$ cat config.mk
export PLATFORM = sky130hd
export DESIGN_NAME = i2c_read_arbiter_flat
export DESIGN_NICKNAME = d
export VERILOG_FILES = /design/src/rtl/i2c_read_arbiter_if.sv /design/src/rtl/i2c_read_arbiter.sv /design/src/flat_wrapper.sv
export SDC_FILE = /design/constraint.sdc
export NUM_CORES = 1
export LEC_CHECK = 0
export CAP_MARGIN = 40
export CORE_MARGIN = 8
export CORE_UTILIZATION = 50
export CTS_CLUSTER_DIAMETER = 40
export CTS_CLUSTER_SIZE = 20
export DETAILED_ROUTE_END_ITERATION = 6
export PLACE_DENSITY_LB_ADDON = 0.1
export SYNTH_ARGS = -nofsm -noshare
export SYNTH_HDL_FRONTEND = slang
export SYNTH_SLANG_ARGS = --single-unit
$ cat constraint.sdc
create_clock -name clk_200khz -period 4.19 [get_ports clk_200khz]
set_clock_uncertainty 0.15 [all_clocks]
set_input_delay 0.838 -clock clk_200khz [delete_from_list [all_inputs] [get_ports clk_200khz]]
set_output_delay 0.838 -clock clk_200khz [all_outputs]
set_load 0.01 [all_outputs]
$ cat src/rtl/i2c_read_arbiter_if.sv
`default_nettype none
// ============================================================================
// i2c_read_arbiter_if : requester and read-engine signal bundle for i2c_read_arbiter
// Rev 1.0
// ============================================================================
interface i2c_read_arbiter_if #(
  parameter int NUM_REQ = 2
);
  logic [NUM_REQ-1:0]   req;
  logic [7*NUM_REQ-1:0] req_addr;
  logic [NUM_REQ-1:0]   grant;
  logic [NUM_REQ-1:0]   rsp_valid;
  logic [15:0]          rsp_data;
  logic [1:0]           rsp_err;
  logic                 eng_start;
  logic [7:0]           eng_addr;
  logic                 eng_abort;
  logic                 eng_done;
  logic                 eng_nack;
  logic [15:0]          eng_data;

  // Arbiter side.
  modport master (
    input  req, req_addr, eng_done, eng_nack, eng_data,
    output grant, rsp_valid, rsp_data, rsp_err, eng_start, eng_addr, eng_abort
  );

  // Requesters and engine side.
  modport slave (
    output req, req_addr, eng_done, eng_nack, eng_data,
    input  grant, rsp_valid, rsp_data, rsp_err, eng_start, eng_addr, eng_abort
  );
endinterface
`default_nettype wire

$ cat src/rtl/i2c_read_arbiter.sv
`default_nettype none
// ============================================================================
// i2c_read_arbiter : round-robin sharing of one 16-bit I2C read engine
// Rev 1.0
// ============================================================================
module i2c_read_arbiter #(
  parameter int NUM_REQ     = 2,
  parameter int TIMEOUT_CYC = 1000,
  parameter int GAP_CYC     = 20
) (
  input  logic               clk_200khz,
  input  logic               rst,
  i2c_read_arbiter_if.master bus
);

  localparam int IDX_W = (NUM_REQ > 1) ? $clog2(NUM_REQ) : 1;
  localparam int CND_W = IDX_W + 1;
  localparam int TMO_W = $clog2(TIMEOUT_CYC + 1);
  localparam int GAP_W = $clog2(GAP_CYC + 1);

  localparam logic [1:0] ERR_OK   = 2'b00;
  localparam logic [1:0] ERR_NACK = 2'b01;
  localparam logic [1:0] ERR_TMO  = 2'b10;

  typedef enum logic [2:0] {
    ST_IDLE  = 3'd0,
    ST_ISSUE = 3'd1,
    ST_WAIT  = 3'd2,
    ST_RESP  = 3'd3,
    ST_GAP   = 3'd4
  } state_t;

  state_t             state_q, state_d;
  logic [IDX_W-1:0]   win_q,   win_d;
  logic [IDX_W-1:0]   ptr_q,   ptr_d;
  logic [TMO_W-1:0]   tmo_q,   tmo_d;
  logic [GAP_W-1:0]   gap_q,   gap_d;
  logic [15:0]        data_q,  data_d;
  logic [1:0]         err_q,   err_d;
  logic [7:0]         addr_q,  addr_d;
  logic               abort_q, abort_d;

  logic [IDX_W-1:0]   pick;
  logic               pick_vld;
  logic [CND_W-1:0]   cand;
  logic               busy;

  // First requester at or after the pointer, wrapping modulo NUM_REQ.
  always_comb begin
    pick     = ptr_q;
    pick_vld = 1'b0;
    cand     = '0;
    for (int i = 0; i < NUM_REQ; i++) begin
      cand = CND_W'(ptr_q) + CND_W'(i);
      if (cand >= CND_W'(NUM_REQ)) begin
        cand = cand - CND_W'(NUM_REQ);
      end
      if (!pick_vld && bus.req[cand[IDX_W-1:0]]) begin
        pick_vld = 1'b1;
        pick     = cand[IDX_W-1:0];
      end
    end
  end

  always_comb begin
    state_d = state_q;
    win_d   = win_q;
    ptr_d   = ptr_q;
    tmo_d   = tmo_q;
    gap_d   = gap_q;
    data_d  = data_q;
    err_d   = err_q;
    addr_d  = addr_q;
    abort_d = 1'b0;
    case (state_q)
      ST_IDLE: begin
        if (pick_vld) begin
          win_d   = pick;
          addr_d  = {bus.req_addr[7*int'(pick) +: 7], 1'b1};
          state_d = ST_ISSUE;
        end
      end
      ST_ISSUE: begin
        ptr_d   = (win_q == IDX_W'(NUM_REQ - 1)) ? '0 : win_q + IDX_W'(1);
        tmo_d   = '0;
        state_d = ST_WAIT;
      end
      ST_WAIT: begin
        tmo_d = tmo_q + TMO_W'(1);
        // A completion arriving on the last allowed cycle beats the timeout.
        if (bus.eng_done) begin
          data_d  = bus.eng_data;
          err_d   = bus.eng_nack ? ERR_NACK : ERR_OK;
          state_d = ST_RESP;
        end else if (tmo_q == TMO_W'(TIMEOUT_CYC - 1)) begin
          abort_d = 1'b1;
          data_d  = '0;
          err_d   = ERR_TMO;
          state_d = ST_RESP;
        end
      end
      ST_RESP: begin
        gap_d   = '0;
        state_d = ST_GAP;
      end
      ST_GAP: begin
        gap_d = gap_q + GAP_W'(1);
        if (gap_q == GAP_W'(GAP_CYC - 1)) begin
          state_d = ST_IDLE;
        end
      end
      default: begin
        state_d = ST_IDLE;
      end
    endcase
  end

  always_ff @(posedge clk_200khz or negedge rst) begin
    if (!rst) begin
      state_q <= ST_IDLE;
      win_q   <= '0;
      ptr_q   <= '0;
      tmo_q   <= '0;
      gap_q   <= '0;
      data_q  <= '0;
      err_q   <= ERR_OK;
      addr_q  <= '0;
      abort_q <= 1'b0;
    end else begin
      state_q <= state_d;
      win_q   <= win_d;
      ptr_q   <= ptr_d;
      tmo_q   <= tmo_d;
      gap_q   <= gap_d;
      data_q  <= data_d;
      err_q   <= err_d;
      addr_q  <= addr_d;
      abort_q <= abort_d;
    end
  end

  assign busy = (state_q == ST_ISSUE) || (state_q == ST_WAIT) || (state_q == ST_RESP);

  for (genvar gi = 0; gi < NUM_REQ; gi++) begin : g_req
    assign bus.grant[gi]     = busy && (win_q == IDX_W'(gi));
    assign bus.rsp_valid[gi] = (state_q == ST_RESP) && (win_q == IDX_W'(gi));
  end

  assign bus.eng_start = (state_q == ST_ISSUE);
  assign bus.eng_addr  = addr_q;
  assign bus.eng_abort = abort_q;
  assign bus.rsp_data  = data_q;
  assign bus.rsp_err   = err_q;

endmodule
`default_nettype wire
$ cat src/flat_wrapper.sv
// flat-port wrapper written by rule: the top's interface ports become plain ports
module i2c_read_arbiter_flat 
#(
  parameter int NUM_REQ     = 2,
  parameter int TIMEOUT_CYC = 1000,
  parameter int GAP_CYC     = 20
)
  (clk_200khz, rst, bus_req, bus_req_addr, bus_eng_done, bus_eng_nack, bus_eng_data, bus_grant, bus_rsp_valid, bus_rsp_data, bus_rsp_err, bus_eng_start, bus_eng_addr, bus_eng_abort);
  i2c_read_arbiter_if #(.NUM_REQ(NUM_REQ)) bus_i ();
  input  logic clk_200khz;
  input  logic rst;
  input wire logic [$bits(bus_i.req)-1:0] bus_req;
  input wire logic [$bits(bus_i.req_addr)-1:0] bus_req_addr;
  input wire logic [$bits(bus_i.eng_done)-1:0] bus_eng_done;
  input wire logic [$bits(bus_i.eng_nack)-1:0] bus_eng_nack;
  input wire logic [$bits(bus_i.eng_data)-1:0] bus_eng_data;
  output wire logic [$bits(bus_i.grant)-1:0] bus_grant;
  output wire logic [$bits(bus_i.rsp_valid)-1:0] bus_rsp_valid;
  output wire logic [$bits(bus_i.rsp_data)-1:0] bus_rsp_data;
  output wire logic [$bits(bus_i.rsp_err)-1:0] bus_rsp_err;
  output wire logic [$bits(bus_i.eng_start)-1:0] bus_eng_start;
  output wire logic [$bits(bus_i.eng_addr)-1:0] bus_eng_addr;
  output wire logic [$bits(bus_i.eng_abort)-1:0] bus_eng_abort;
  assign bus_i.req = bus_req;
  assign bus_i.req_addr = bus_req_addr;
  assign bus_i.eng_done = bus_eng_done;
  assign bus_i.eng_nack = bus_eng_nack;
  assign bus_i.eng_data = bus_eng_data;
  assign bus_grant = bus_i.grant;
  assign bus_rsp_valid = bus_i.rsp_valid;
  assign bus_rsp_data = bus_i.rsp_data;
  assign bus_rsp_err = bus_i.rsp_err;
  assign bus_eng_start = bus_i.eng_start;
  assign bus_eng_addr = bus_i.eng_addr;
  assign bus_eng_abort = bus_i.eng_abort;
  i2c_read_arbiter #(.NUM_REQ(NUM_REQ), .TIMEOUT_CYC(TIMEOUT_CYC), .GAP_CYC(GAP_CYC)) u_core (.clk_200khz(clk_200khz), .rst(rst), .bus(bus_i));
endmodule
==> flow_summary.json, run 1 <==
{
  "min_period_ps": 3150,
  "grt_use_total_pct": 16.2,
  "required_ps": 3200,
  "status": "finished clean",
  "fmaxAchievable_ghz": 0.318,
  "postCtsSetupRepairBufs": 0,
  "h-tree-depth": 2,
  "yosysWarnings": 0,
  "power_frac_comb_pct": 43.7,
  "timing.final.crit_share_pct": 75.1,
  "grt_pass1_vias": 1853,
  "diodes": 0,
  "switching_share_pct": 35.7,
  "p_seq_share_pct": 40.1,
  "p_sw_uw": 664,
  "crit_type": "flop to output port",
  "clk_latency_ps": 300,
  "p_int_uw": 1200,
  "end_kind": "output port",
  "setup_viol": 0,
  "core_area_um2": 4630,
  "grt-ovfl-total": 0,
  "port-buffer-count": 67,
  "synth_fp_nets": 258,
  "final_cell_mix": "clkdlybuf4s50_1 (66), dfrtp_1 (47), nand2_1 (32)",
  "cts-root-buf": "clkbuf_8",
  "drc": 0,
  "grt_pass1_wl_mm": 9.37,
  "drv_slew": 0,
  "syn_inst": 220,
  "startpoint_type": "flop",
  "grt_max_degree": 29,
  "hold_buffers": 0,
  "synth_top_area_cell": "dfrtp_1",
  "die-area_um2": 7120,
  "wl_mm": 5.63,
  "hold_class": "flop to flop",
  "ant_nets": 0,
  "wl_per_cell_um": 16.8,
  "num_rows": 25,
  "areaGrowthSynthToFinish_pct": 32.8,
  "relSlewSlack_pct": 45.6,
  "synth_area_per_cell_um2": 10.6,
  "vias": 1878,
  "grt_antenna_before_repair": 0,
  "drive_above_1_share_pct": 11.0,
  "final_area_um2": 3100,
  "syn_area_um2": 2340,
  "drtIter0Drc": 93,
  "peakVddDrop_mv": 0.344,
  "hpwl_mm": 4.15,
  "final_cell_count_no_fill": 335,
  "ys_seq_area_share_pct": 50.3,
  "clk_pin_slew_worst_paths_ps": 90,
  "cts_tree": "yes",
  "maxCapViolCount": 0,
  "ys_types": 39,
  "synth_seq_cells": 47,
  "grt_setup_unrepaired": "false",
  "synth_top_area_share_pct": 50.3,
  "mostFrequentLayoutCell": "clkdlybuf4s50_1",
  "worstMarginPinSlew_ps": 812,
  "die_w_um": 84.4,
  "place_congestion": 0.732,
  "power.density_nw_per_um2": 599,
  "clockBufferDepth": 2,
  "cp_data_arrival_time_ps": 2160,
  "finalHoldViolCount": 0,
  "die_h_um": 84.4,
  "firstDrtPassIters": 6,
  "clock_power_share_pct": 16.1,
  "num_io_pins": 68,
  "fillers": 391,
  "fin_nets": 318,
  "setup_tns_ps": 0,
  "placed_area_um2": 3000,
  "cts_made_buffers": 5,
  "clock_sinks": 47,
  "via_per_inst": 5.61,
  "initial_core_util_pct": 50.5,
  "critPathMaxFanout": 13,
  "cts_resized": 0,
  "cellLeakagePower_uw": 0.00131,
  "placed_cells": 327,
  "synth.area.top_cells": "dfrtp_1 (50%), o2bb2ai_1 (6.4%), nand2_1 (5.1%)"
}
sequential cells by signal, indices dropped and copies added, names as in the netlist:
register              cells
u_core.bus.eng_abort      1
u_core.bus.eng_addr       8
u_core.bus.rsp_data      16
u_core.bus.rsp_err        2
u_core.gap_q              5
u_core.ptr_q              1
u_core.state_q            3
u_core.tmo_q             10
u_core.win_q              1
worst paths after layout:
| kind | start | endpoint | slack, ps | cells past startpoint |
|---|---|---|---|---|
| max | u_core.state_q[0] | bus_eng_start | 1040 | 3 |
| min | u_core.bus.eng_addr[0] | u_core.bus.eng_addr[0] | 330 | 1 |
| max reg2reg | u_core.tmo_q[0] | u_core.state_q[0] | 2080 | 4 |
| min reg2reg | u_core.bus.eng_addr[0] | u_core.bus.eng_addr[0] | 330 | 1 |
| max in group asynchronous | rst | u_core.gap_q[0] | 3040 | 2 |
| min in group asynchronous | rst | u_core.tmo_q[7] | 340 | 1 |
metrics by stage:
stage | utilization (%) | setup WS (ps) | power, uW | hold WS [ps]
floorplan | - | 2020 | 1220 | 295
global placement | 64.1 | 1410 | 1560 | 310
detailed placement | 64.8 | 1390 | 1580 | 310
CTS | 67.1 | 1040 | 1880 | 330
global route | 67.1 | 962 | 2000 | 361
finish | 67.1 | 1040 | 1860 | 326
critical path: stages (launching register included):
cell	delay [ps]
dfrtp_1	570
or3b_2	630
inv_1	110
clkdlybuf4s50_1	540
cell usage after synthesis:
| library cell | number |
|---|---|
| or4_4 | 1 |
| or2_2 | 1 |
| o311ai_0 | 2 |
| o31ai_1 | 1 |
| o32ai_1 | 7 |
| inv_1 | 12 |
| nor3b_2 | 1 |
| mux2i_1 | 8 |
| o2bb2ai_1 | 17 |
| nor2_1 | 6 |
| nor4_1 | 1 |
| dfrtp_1 | 47 |
| nand2b_1 | 1 |
| nand4_2 | 1 |
| a2111oi_2 | 1 |
| o41ai_1 | 2 |
| nand3_1 | 12 |
| a21oi_1 | 1 |
| nand3b_1 | 1 |
| buf_6 | 5 |
| and2_1 | 2 |
| nand4bb_1 | 1 |
| nand2_1 | 32 |
| mux2_2 | 8 |
| nor4_4 | 2 |
| or3b_2 | 3 |
| a21boi_1 | 1 |
| ha_1 | 2 |
| or4_1 | 2 |
| o211ai_1 | 3 |
| o21ba_2 | 1 |
| or3_1 | 1 |
| buf_2 | 3 |
| nor3b_1 | 1 |
| nor3_1 | 5 |
| or3b_4 | 1 |
| o21ai_0 | 13 |
| clkbuf_1 | 8 |
| nand4_1 | 3 |
cell families (layout without fill, tap and decap cells):
group           Yosys count  after routing  share of synthesized area (%)
compound gates           49             49                           16.2
fa+ha+maj                 2              2                           1.07
buf+inv                  28             89                           6.26
flops                    47             47                           50.3
mux                      16             16                           7.28
simple gates             78             78                           18.9
routing by layer:
metal / wire length, um / global-route usage (%)
met1: 2370 / 19.3
met2: 2820 / 26.9
met3: 378 / 5.46
met4: 54 / 4.69
met5: 0 / 0
layout make-up:
type	instances	area (um2)	area share, %
flip-flops and latches	47	1180	37.9
multi-input cells	145	1010	32.7
clock inverters	1	7.51	0.242
clock buffers	7	96.3	3.10
repair buffers	69	697	22.5
inverters	12	45.0	1.45
well taps	54	67.6	2.18
power by group through the flow:
stage | registers [uW] | clock network (uW) | logic (uW)
finish | 747 | 300 | 814
global placement | 749 | 0 | 810
global route | 772 | 327 | 898
CTS | 745 | 310 | 829
detailed placement | 753 | 0 | 827
floorplan | 750 | 0 | 472
No activity file was read; power rests on OpenSTA's default activity.
==> run 2: changes to the inputs <==
--- a/config.mk
+++ b/config.mk
@@ -7,7 +7,7 @@
 export LEC_CHECK = 0
 export CAP_MARGIN = 40
 export CORE_MARGIN = 8
-export CORE_UTILIZATION = 50
+export CORE_UTILIZATION = 47
 export CTS_CLUSTER_DIAMETER = 40
 export CTS_CLUSTER_SIZE = 20
 export DETAILED_ROUTE_END_ITERATION = 6
==> constraint.sdc (replaced) <==
create_clock -name clk_200khz -period 3.15 [get_ports clk_200khz]
set_clock_uncertainty 0.15 [all_clocks]
set_input_delay 0.63 -clock clk_200khz [delete_from_list [all_inputs] [get_ports clk_200khz]]
set_output_delay 0.63 -clock clk_200khz [all_outputs]
set_load 0.01 [all_outputs]
==> flow_summary.json, run 2 (synthesized netlist as in run 1, its figures left out) <==
{
  "status": "finished clean",
  "p_seq_share_pct": 39.8,
  "clock_power_share_pct": 15.9,
  "h-tree-depth": 2,
  "power_frac_comb_pct": 44.3,
  "drtIter0Drc": 81,
  "num_io_pins": 68,
  "end_kind": "output port",
  "grt_max_degree": 32,
  "maxCapViolCount": 0,
  "port-buffer-count": 67,
  "num_rows": 25,
  "firstDrtPassIters": 4,
  "use_met1_pct": 18.2,
  "relSlewSlack_pct": 56.4,
  "cellLeakagePower_uw": 0.00131,
  "initial_core_util_pct": 49.2,
  "min_period_ps": 2910,
  "setup_viol": 0,
  "drive_above_1_share_pct": 11.0,
  "hpwl_mm": 4.11,
  "grt_antenna_before_repair": 0,
  "core_area_um2": 4750,
  "diodes": 0,
  "grt_setup_unrepaired": "false",
  "worstMarginPinSlew_ps": 654,
  "switching_share_pct": 35.7,
  "hold_buffers": 0,
  "place_congestion": 0.761,
  "grt_pass1_wl_mm": 9.18,
  "fmaxAchievable_ghz": 0.344,
  "die_h_um": 86.5,
  "cts_tree": "yes",
  "critPathMaxFanout": 13,
  "hold_class": "primary input to async pin",
  "grt.met2_usage_pct": 25.0,
  "power.density_nw_per_um2": 796,
  "clockBufferDepth": 2,
  "largest_reg_flops": 16,
  "wl_per_cell_um": 16.0,
  "ant_nets": 0,
  "startpoint_type": "flop",
  "timing.final.crit_share_pct": 92.4,
  "peakVddDrop_mv": 0.350,
  "final_cell_mix": "clkdlybuf4s50_1 (66), dfrtp_1 (47), nand2_1 (32)",
  "postCtsSetupRepairBufs": 0,
  "cts-root-buf": "clkbuf_8",
  "areaGrowthSynthToFinish_pct": 33.5,
  "clock_sinks": 47,
  "via_per_inst": 5.36,
  "vias": 1871,
  "mostFrequentLayoutCell": "clkdlybuf4s50_1",
  "cts_made_buffers": 5,
  "p_int_uw": 1600,
  "placed_area_um2": 3020,
  "clk_latency_ps": 290,
  "drv_slew": 0,
  "wl_mm": 5.59,
  "fin_nets": 319,
  "grt_pass1_vias": 1869,
  "p_sw_uw": 887,
  "die_w_um": 86.5,
  "grt_use_total_pct": 15.4,
  "top_usage_layer": "met2",
  "die-area_um2": 7490,
  "cp_data_arrival_time_ps": 2130,
  "finalHoldViolCount": 0,
  "grt-ovfl-total": 0,
  "clk_pin_slew_worst_paths_ps": 80,
  "final_area_um2": 3120,
  "drc": 0,
  "met3_usage_pct": 6.52,
  "required_ps": 2370,
  "setup_tns_ps": 0,
  "crit_type": "flop to output port",
  "cts_resized": 0
}
-- run 2: cell count changes in the layout (fill, tap and decap cells not counted) --
cell / before / now
clkbuf_1: 0 / 1
buf_6: 1 / 0
buf_4: 0 / 2
clkinvlp_4: 1 / 0
-- run 2: worst max-delay path, stage by stage, from the launching register on --
cell             delay [ps]
dfrtp_1                 550
or3b_2                  630
inv_1                   110
clkdlybuf4s50_1         540
-- run 2: power groups by stage --
| stage | Clock [uW] | Combinational [uW] | Sequential (uW) |
|---|---|---|---|
| finish | 394 | 1100 | 989 |
| global route | 432 | 1200 | 1020 |
| CTS | 407 | 1120 | 991 |
| detailed placement | 0 | 1110 | 1000 |
| global placement | 0 | 1100 | 994 |
| floorplan | 0 | 627 | 997 |
-- run 2: metal layers --
metal / up-vias / wire (um) / part of all wire, %
li1: 926 / - / -
met1: 887 / 2320 / 42
met2: 52 / 2760 / 49
met3: 6 / 453 / 8.1
met4: 0 / 48 / 0.86
met5: - / 0 / 0
-- run 2: layout make-up --
| type | count | area [um2] |
|---|---|---|
| clock buffers | 8 | 100 |
| fillers | 392 | 1630 |
| flip-flops and latches | 47 | 1180 |
| well taps | 67 | 83.8 |
| inverters | 12 | 45.0 |
| multi-input cells | 145 | 1010 |
| repair buffers | 70 | 701 |
-- run 2: through the flow --
| step | worst slack (ps) | power [uW] | util [%] | hold slack (ps) | cells |
|---|---|---|---|---|---|
| floorplan | 1190 | 1620 | - | 184 | 220 |
| global placement | 562 | 2090 | 63.1 | 316 | 340 |
| detailed placement | 550 | 2120 | 63.5 | 314 | 341 |
| CTS | 231 | 2520 | 65.6 | 115 | 349 |
| global route | 136 | 2650 | 65.6 | 127 | 349 |
| finish | 240 | 2480 | 65.6 | 107 | 349 |
-- run 2: final timing paths --
kind,start,endpoint,slack [ps],cells after the start
worst min-delay path,rst,u_core.tmo_q[7],110,1
worst min register to register,u_core.bus.eng_addr[0],u_core.bus.eng_addr[0],330,1
worst max register to register,u_core.state_q[1],u_core.bus.rsp_data[14],990,3
worst max-delay path,u_core.state_q[0],bus_eng_start,240,3
min in group clk_200khz,u_core.bus.eng_addr[0],u_core.bus.eng_addr[0],330,1
max in group asynchronous,rst,u_core.tmo_q[1],2240,2
==> RTL edit, RTL diff (flow settings as in run 2) <==
`TIMEOUT_CYC` is set to 1000 in 2 places; all go to 2000.
--- a/src/rtl/i2c_read_arbiter.sv
+++ b/src/rtl/i2c_read_arbiter.sv
@@ -5,7 +5,7 @@
 // ============================================================================
 module i2c_read_arbiter #(
   parameter int NUM_REQ     = 2,
-  parameter int TIMEOUT_CYC = 1000,
+  parameter int TIMEOUT_CYC = 2000,
   parameter int GAP_CYC     = 20
 ) (
   input  logic               clk_200khz,
--- a/src/flat_wrapper.sv
+++ b/src/flat_wrapper.sv
@@ -2,7 +2,7 @@
 module i2c_read_arbiter_flat 
 #(
   parameter int NUM_REQ     = 2,
-  parameter int TIMEOUT_CYC = 1000,
+  parameter int TIMEOUT_CYC = 2000,
   parameter int GAP_CYC     = 20
 )
   (clk_200khz, rst, bus_req, bus_req_addr, bus_eng_done, bus_eng_nack, bus_eng_data, bus_grant, bus_rsp_valid, bus_rsp_data, bus_rsp_err, bus_eng_start, bus_eng_addr, bus_eng_abort);
Function: same outputs for any inputs over 10 cycles, from zero or initial values and one cycle with rst low; that may be too few to reach the edited logic, so the function may still have changed.
==> RTL edit against run 2 <==
Sequential power fell by 2.0%; power down 4.4%; synthesized area is 5.8% lower; cell area fell by 4.9%; via count shrank 2.1%; setup slack gained 150 ps; sequential cell count increased by 1; routed wire length fell by 7.8%; clock power shrank 7.4%; critical endpoint unchanged.
==> RTL edit: results (changes against run 2) <==
| Metric | Value |
|---|---|
| Worst r2r dst | u_core.tmo_q[10] |
| First-pass GRT wire length | 8890 µm (-3.1%) |
| Worst-Skew Late Latency | 290 ps (about the same) |
| End of the critical path | bus_eng_start |
| Cell variety after synth | 37 (-5.1%) |
| Synthesized net count | 270 (+4.7%) |
| Sequential area share after synthesis | 54.6% (+4.3 points) |
| Drt first-iter violations | 79 (-2.5%) |
| Detailed placer's ending HPWL | 3870 µm (-5.7%) |
| Relative slew slack | 59.6% (+3.2 points) |
| Routability-driven placement congestion ratio | 0.825 (+8.4%) |
| Pleak | 0.00132 µW (+0.71%) |
| CP max stage delay | 590 ps (-40 ps) |
| Total wire length | 5150 µm (-7.8%) |
| HP Class | primary input to async pin |
| Global Route Usage Sum | 15.3% (-0.074 points) |
| Met3 wire len | 334 µm (-26%) |
| IR drop worst, VDD | 0.351 mV (+0.44%) |
| Worst-case reg-to-reg path depth | 4 (+1) |
| Delay-heaviest family, CP | buffers and inverters |
| Fill count | 398 (+1.5%) |
| Post-cts resize count | 0 (unchanged) |
| Port bufs | 67 (unchanged) |
| Worst-path clk slew | around 90 ps |
| Kind of start point of the critical path | register |
| CTS max path bufs | 2 (unchanged) |
| Initial antenna violation count | 0 (unchanged) |
| Antenna diodes | 0 (unchanged) |
| Vias in the first global route | 1837 (-1.7%) |
| Highest metal used | met4 |
| Asr flop ratio synth | 100% (unchanged) |
| Status | complete, no violations |
| Number of CTS-inserted buffers | 5 (unchanged) |
| Post-CTS Setup Inserts | 0 (unchanged) |
| Met2 WL post-DR | 2360 µm (-14%) |
| Largest register FFs | 16 (unchanged) |
| Synth warn | 0 (unchanged) |
| Synth cell count leaders | dfrtp_1, nand2_1, o21ai_0 |
| Via-per-instance ratio | 5.23 (-2.4%) |
| DRT met1 WL | 2400 µm (+3.1%) |
| Reg2Reg Setup Slack | 1020 ps (+30 ps) |
| Crit path max fanout | 10 (-3) |
| CP max stage cell | or3b_2 |
| 1st-pass router iterations | 4 (unchanged) |
| H-tree levels | 2 (unchanged) |
| Worst r2r src | u_core.state_q[2] |
| Top post-synthesis cells by area | dfrtp_1, nand2_1, o21ai_0 |
| Share of cells above drive strength 1 | 4.73% (-6.3 points) |
| # nets final | 333 (+4.4%) |
| Largest net degree at the start of global routing | 29 (-9.4%) |
RTL edit: kinds of logic (layout without fill, tap and decap cells):
logic type               Yosys count  in the layout  synth area share (%)
AND/OR/NAND/NOR                   97             97                  20.9
flip-flops                        48             48                  54.6
buffers and inverters             19             83                  4.38
adder cells (fa/ha/maj)            3              3                  1.59
AO/OA/AOI/OAI                     55             55                  14.0
multiplexers                      10             10                  4.55
RTL edit: final cells by class:
cell class,count,area [µm²],share of cell area [%]
repair buffers,70,688,23.2
flip-flops and latches,48,1200,40.5
clock buffers,8,90.1,3.03
multi-input cells,165,903,30.4
inverters,5,18.8,0.632
well taps,54,67.6,2.28
RTL edit: through the flow:
step	util [%]	cells	setup slack, ps	cell area, µm²	hold WS, ps
global route	64.1	350	320	2970	220
global placement	62.2	342	720	2880	298
floorplan	-	232	1170	2200	184
finish	64.1	350	387	2970	182
detailed placement	62.2	342	714	2880	317
CTS	64.1	350	384	2970	201
RTL edit: worst min path at each step:
stage,to,start,cells after the start
CTS,u_core.gap_q[3],rst,1
finish,u_core.gap_q[3],rst,1
detailed placement,u_core.bus.eng_addr[0],u_core.bus.eng_addr[0],1
global route,u_core.gap_q[3],rst,1
global placement,u_core.bus.eng_addr[0],u_core.bus.eng_addr[0],1
floorplan,u_core.bus.eng_abort,rst,0
RTL edit: per-layer routing:
metal / vias up / GRT usage (%)
li1: 926 / -
met1: 844 / 19.5
met2: 54 / 23.7
met3: 7 / 5.17
met4: 0 / 5.18
met5: - / 0
RTL edit: report_power, final:
group          switching [µW]  total (µW)  internal [µW]
Clock                     186         365            179
Sequential                150         969            819
Combinational             514        1040            527
Total                     850        2380           1530
